### src/rtl/mult_hilo_ctrl.sv
// rtl/mult_hilo_ctrl.sv - MULT/MULTU sequencer with HI/LO registers; optional HILO_TIMEOUT_EN watchdog
module mult_hilo_ctrl #(
  parameter int TIMEOUT_CYCLES = 40
) (
  input  logic        clk,
  input  logic        reset_n,
  input  logic        issue_valid,
  input  logic        issue_sign,
  input  logic [31:0] issue_a,
  input  logic [31:0] issue_b,
  output logic        issue_ready,
  input  logic        rd_hi_req,
  input  logic        rd_lo_req,
  output logic [31:0] rd_data,
  output logic        stall,
  output logic        busy,
  output logic        mult_enable,
  output logic        mult_sign,
  output logic [31:0] mult_a,
  output logic [31:0] mult_b,
  input  logic [63:0] mult_product,
  input  logic        mult_ready,
  output logic [31:0] hi,
  output logic [31:0] lo,
  output logic        timeout_err
);

  localparam logic [1:0] S_IDLE  = 2'd0;
  localparam logic [1:0] S_CLEAR = 2'd1;
  localparam logic [1:0] S_RUN   = 2'd2;
  localparam logic [1:0] S_WRITE = 2'd3;

  logic [1:0] state;
  logic       first_run;
  logic       run_abort;

`ifdef HILO_TIMEOUT_EN
  localparam logic [5:0] RUN_LAST = 6'(TIMEOUT_CYCLES - 1);

  logic [5:0] run_cnt;
  logic       timeout_q;

  assign run_abort   = (state == S_RUN) && (run_cnt == RUN_LAST);
  assign timeout_err = timeout_q;

  always_ff @(posedge clk or negedge reset_n) begin
    if (!reset_n) begin
      run_cnt   <= 6'd0;
      timeout_q <= 1'b0;
    end else begin
      if (state == S_CLEAR)
        run_cnt <= 6'd0;
      else if (state == S_RUN)
        run_cnt <= run_cnt + 6'd1;
      // a real product in the same cycle wins over the watchdog
      if (run_abort && !(mult_ready && !first_run))
        timeout_q <= 1'b1;
    end
  end
`else
  logic unused_cfg;

  assign unused_cfg  = ^TIMEOUT_CYCLES;
  assign run_abort   = 1'b0;
  assign timeout_err = 1'b0;
`endif

  always_ff @(posedge clk or negedge reset_n) begin
    if (!reset_n) begin
      state     <= S_IDLE;
      first_run <= 1'b0;
      mult_sign <= 1'b0;
      mult_a    <= 32'd0;
      mult_b    <= 32'd0;
      hi        <= 32'd0;
      lo        <= 32'd0;
    end else begin
      case (state)
        S_IDLE: begin
          if (issue_valid) begin
            mult_sign <= issue_sign;
            mult_a    <= issue_a;
            mult_b    <= issue_b;
            state     <= S_CLEAR;
          end
        end
        S_CLEAR: begin
          first_run <= 1'b1;
          state     <= S_RUN;
        end
        S_RUN: begin
          // first RUN cycle may still see a ready left over from the previous product
          first_run <= 1'b0;
          if (mult_ready && !first_run)
            state <= S_WRITE;
          else if (run_abort)
            state <= S_IDLE;
        end
        S_WRITE: begin
          hi    <= mult_product[63:32];
          lo    <= mult_product[31:0];
          state <= S_IDLE;
        end
        default: state <= S_IDLE;
      endcase
    end
  end

  assign busy        = (state != S_IDLE);
  assign issue_ready = (state == S_IDLE);
  assign mult_enable = (state == S_RUN) || (state == S_WRITE);
  assign stall       = busy && (issue_valid || rd_hi_req || rd_lo_req);

  always_comb begin
    rd_data = 32'd0;
    if (rd_hi_req)
      rd_data = hi;
    else if (rd_lo_req)
      rd_data = lo;
  end

endmodule

### config.mk
export PLATFORM = sky130hd
export DESIGN_NAME = mult_hilo_ctrl
export DESIGN_NICKNAME = d
export VERILOG_FILES = /design/src/rtl/mult_hilo_ctrl.sv
export SDC_FILE = /design/constraint.sdc
export NUM_CORES = 1
export LEC_CHECK = 0
export BUFFER_PORTS_ARGS = -buffer_cell sky130_fd_sc_hd__buf_2
export CAP_MARGIN = 10
export CORE_MARGIN = 2
export CORE_UTILIZATION = 40
export CTS_CLUSTER_SIZE = 16
export DETAILED_ROUTE_END_ITERATION = 12
export GPL_TIMING_DRIVEN = 1
export PLACE_DENSITY = 0.76
export SETUP_SLACK_MARGIN = 0.3
export SLEW_MARGIN = 20
export SYNTH_ARGS = -nofsm -noshare
export SYNTH_HDL_FRONTEND = slang
export SYNTH_SLANG_ARGS = --single-unit
### constraint.sdc
create_clock -name clk -period 1.5 [get_ports clk]
set_clock_uncertainty 0.1 [all_clocks]
set_input_delay 0.075 -clock clk [delete_from_list [all_inputs] [get_ports clk]]
set_output_delay 0.075 -clock clk [all_outputs]
set_load 0.02 [all_outputs]
* Word level (Yosys, flattened, before mapping)
Index checks and enable logic that the tools add are counted.
** Cells by class
- Eq/ne operators :: 5
- Mux-type cells :: 6
- Reductions and logical operators :: 11
** Operators with widths (number)
- 32-bit 2-to-1 mux :: 2
- 2-bit one-hot mux with 4 select lines :: 1
- 2-bit == test, second input constant :: 2
- 2-bit 2-to-1 mux :: 2
- 2-bit inequality test, second input constant :: 2
- 2-bit AND reduction :: 2
- 2-bit nonzero test :: 2
- 1-bit logical OR :: 3
- 2-bit by 1-bit == test with 1-bit output, second input constant :: 1
- 1-bit logical AND :: 2
- 2-bit logical NOT :: 1
- 1-bit one-hot mux with 2 select lines :: 1
- 1-bit logical NOT :: 1
** Word-level totals
- Register bits :: 132
- Input port bits :: 135
- Output and inout port bits :: 166
- Word-level logic and storage cells :: 29

* Logic depth before layout (Yosys ltp)
- Word-level depth :: 4
- Mapped depth :: 6
- Mapped depth without buffers :: 5

* Least setup slack after synthesis
OpenSTA, ideal clock, no wires.
- Path type :: register to register
- Start :: register state[0]
- End :: register state[1]
- Library setup time :: 0.125 ns
- Arrival :: 1.348 ns
- Data required time :: 1.275 ns
- Slack :: -0.072 ns
- Stages on the path, launching flop included :: 6
- Buffers on the path :: 0
- Clock period less this slack :: 1.572 ns
- Cells stage by stage :: dfrtp_1 > inv_1 > ha_1 > nor2b_1 > a21oi_1 > mux2_2
** Between the ends
- Longest elaborated chain between the ends :: 3
- Elaborated cells between the ends (all ways) :: 8
- Classes of those cells :: eq/ne: 5; mux: 1; reduce/logical: 2
** Ends and longest elaborated chain
- start: declaration :: RTL line 33 : logic [1:0] state;
- start signal: assignment :: RTL line 70 : state <= S_IDLE;
- start signal: assignment :: RTL line 84 : state <= S_CLEAR;
- start signal: assignment :: RTL line 89 : state <= S_RUN;
- 2-bit logical NOT (*)
- named net issue_ready :: RTL line 11 : output logic issue_ready,
- 2-bit inequality test (no source line)
- 2-bit AND reduction (no source line)
Mark *: on every way through the listed nets, which the timed path passes. The rest lies on a longest branch.
A chain may end at the register's enable or synchronous reset.

* Worst setup path after layout
- Start :: register state[1]
- End :: register lo[18]
** Between the ends
- Longest elaborated chain between the ends :: 1
** Ends and longest elaborated chain
- 2-bit == test :: RTL line 78 : case (state)
- end signal: assignment :: RTL line 101 : lo <= mult_product[31:0];
- end: declaration :: RTL line 24 : output logic [31:0] lo,
No other way between the ends.

==> key figures <==
Status
  • Status: finished with violations
  • Failing checks: setup timing

Routing
  • Drt pass-1 iters: 6
  • Final ANT Viol Nets: 0
  • Vias post-DR: 5236
  • Number of DRC markers in iteration 0: 295
  • # DRC: 0
  • Routed len/inst: 21.8 microns
  • WL final: 22900 microns
  • Via density: 4.99

Clock network
  • Clk slew on worst S/H paths: 0.06 ns
  • Inserted Clock Buffers: 17
  • Clock Sinks: 132
  • TritonCTS clock tree: done
  • Root Buffer: clkbuf_16
  • Clk Latency, worst-skew pair: approximately 0.4 ns
  • Clock buffer depth: 2
  • H-Tree Depth: 4

Critical path
  • Crit end category: register
  • Arrival time worst endpoint: 1.90 ns
  • Setup crit start kind: register
  • Worst-path fanout max: 8
  • Crit Path Category: register to register
  • Worst EP required: approximately 1.7 ns

Synth
  • Dominant cells by area after synthesis: dfrtp_1 (60%), mux2_2 (16%), mux2_4 (14%)
  • Mapped Nets: 478
  • Post-synthesis register bit count: 132
  • Synth top area share: between 50% and 60%
  • Synthesized cell area: approximately 5500 sq um
  • Ys Warns: 0
  • Post-synthesis sequential area ratio: 59.7%
  • Post-Syn Instances: 339
  • Mux cell area share after synthesis: 30.0%
  • Post-synth cell types: 21
  • Post-synthesis simple-gate area fraction: 0.950%
  • Ys async rst share: 100%
  • Post-synthesis xor/xnor area fraction: 0%
  • Synth Area in Compound Gates: 5.18%
  • Largest family of logic cells by synthesized area: multiplexers
  • Synth Area in Adders: less than 1%
  • Cell accounting for the most synthesized area: dfrtp_1
  • Post-synth EDFFs: 0
  • Avg Inst Size Synth: 16.3 sq um
  • Synth Flop Type: dfrtp_1

Layout
  • Fill cells: ~690
  • # nets final: 999
  • Most common cell after layout, fill and taps aside: buf_2
  • Layout cells sized above 1: between 60 and 70%
  • Area delta synth->final: 93.8%
  • Most frequent cells in the layout: buf_2 (221), dlygate4sd3_1 (131), dfrtp_1 (130), buf_6 (122), mux2_2 (77)
  • Final instance area: around 11000 sq um

Floorplan
  • Die width: roughly 120 microns
  • Initial Util: 41.3%
  • Die ar.: around 15000 sq um
  • Core Area: 13400 sq um
  • Die height: 122 microns
  • Io pins: 301
  • # rows: 42

Timing
  • Period utilisation layout: 115%
  • Count of pins over their slew limit: 0
  • Maximum clock frequency: 0.581 GHz
  • Min Hold Slack: 0.165 ns
  • Final Hold Fails: 0
  • RSZ-0062 raised after global routing: true
  • Final min period: 1.72 ns
  • Worst Slack Setup Final: -0.222 ns
  • Final Setup Violations: ~130

Placement
  • Hpwl dp: 10700 microns
  • GPL Wtd Cong: 0.752
  • DP Area: 7360 sq um
  • PortBufs: about 300

Hold path
  • Worst hold path class: primary input to asynchronous set/reset pin

Run
  • Max-Cap Viols: 0

Pwr
  • P per Cell Area: 2390 nW/um^2
  • Total power: 25.6 mW
  • Peak supply drop: approximately 0.0014 V
  • Static Leak: 5.32 nW

Global routing
  • Vias in the first global route: 5501
  • Total grt overflow: 0
  • Initial antenna violation count: 0
  • First-pass GRT wire length: 29600 microns
  • Largest net degree at the start of global routing: 76
  • All-Layer GR Usage: 26.7%
==> through the flow <==
step           instances  worst slack, ns  util (%)  TNS, ns
2_1_floorplan        339         -0.00856         -   -0.428
3_3_place_gp         813          -0.0497      54.9    -1.87
3_5_place_dp         813           -0.118      54.9    -6.04
4_1_cts             1023           -0.233      74.3   -12.42
5_1_grt             1048           -0.254      80.0   -21.67
6_report            1050           -0.222      80.0   -17.32
==> cell usage after synthesis (2+ instances only) <==
cell,instances
mux2_4,50
nand2_1,5
inv_1,4
buf_6,6
mux2_2,80
buf_4,6
buf_2,8
a22o_1,30
clkbuf_1,2
ha_1,4
o21ai_0,2
nor2b_1,2
dfrtp_1,132
==> cell families (layout without fill, tap and decap cells) <==
group           after synthesis  after routing
flops                       132            132
other cells                   1              3
buf+inv                      26            558
compound gates               34             34
mux                         131            131
fa+ha+maj                     4              4
simple gates                 11             12
==> flip-flops by register name, summed over array words and instances (netlist names) <==
| signal | flops |
|---|---|
| hi | 32 |
| lo | 32 |
| mult_a | 32 |
| mult_b | 32 |
| state | 2 |
| first_run | 1 |
| mult_sign | 1 |
==> where the power goes <==
| group | leakage (nW) | total [mW] | internal, mW | switching, mW |
|---|---|---|---|---|
| Combinational | 3.52 | 15.0 | 8.18 | 6.80 |
| Sequential | 1.55 | 6.98 | 5.44 | 1.54 |
| Clock | 0.247 | 3.66 | 2.15 | 1.51 |
| Total | 5.32 | 25.6 | 15.8 | 9.85 |
==> final timing paths <==
path	from	endpoint	slack [ns]	cells past startpoint
setup / recovery	state[1]$_DFFE_PN0P_	lo[18]$_DFFE_PN0N_	-0.22	6
hold / removal	reset_n	lo[17]$_DFFE_PN0N_	0.17	3
setup reg to reg	state[1]$_DFFE_PN0P_	lo[18]$_DFFE_PN0N_	-0.22	6
hold reg to reg	mult_a[21]$_DFFE_PN0P_	mult_a[21]$_DFFE_PN0P_	0.41	1
max in group asynchronous	reset_n	state[0]$_DFFE_PN0P_	0.73	3
min in group clk	issue_valid	state[0]$_DFFE_PN0P_	0.17	4
==> critical path, cell delays in order (launching register included) <==
cell and delay (ns):
dfrtp_2 0.46, ha_4 0.19, buf_4 0.14, buf_12 0.14, buf_12 0.12, buf_16 0.14
mux2_2 0.32
==> repair_timing <==
action                                  CTS  global route
endpoints found under the setup margin  168           207
resized for setup                        94           148
hold buffers                            131             0
setup buffers                            43            21
gates cloned                              5             4
pin swaps                                35            13
endpoints found under the hold margin   262             0
==> metal layers <==
metal / part of all wire, % / routed length (microns) / vias up / track usage, %
met1: 36 / 8190 / 2602 / 27.4
li1: - / - / 2275 / -
met4: 3.5 / 808 / 0 / 13.0
met2: 54 / 12300 / 292 / 49.2
met3: 7.0 / 1610 / 67 / 8.01
met5: 0 / 0 / - / 0
==> area by class of cell <==
type	instances	area (sq um)	area share [%]
tap	176	220	2.05
sequential	132	3310	30.8
clock inverter	8	56.3	0.525
clock buffer	23	458	4.27
inverter	4	17.5	0.163
timing repair buffer	523	4490	41.9
antenna	2	5.00	0.0467
multi-input combinational	182	2170	20.2
Power figures use the tool's default switching activity.
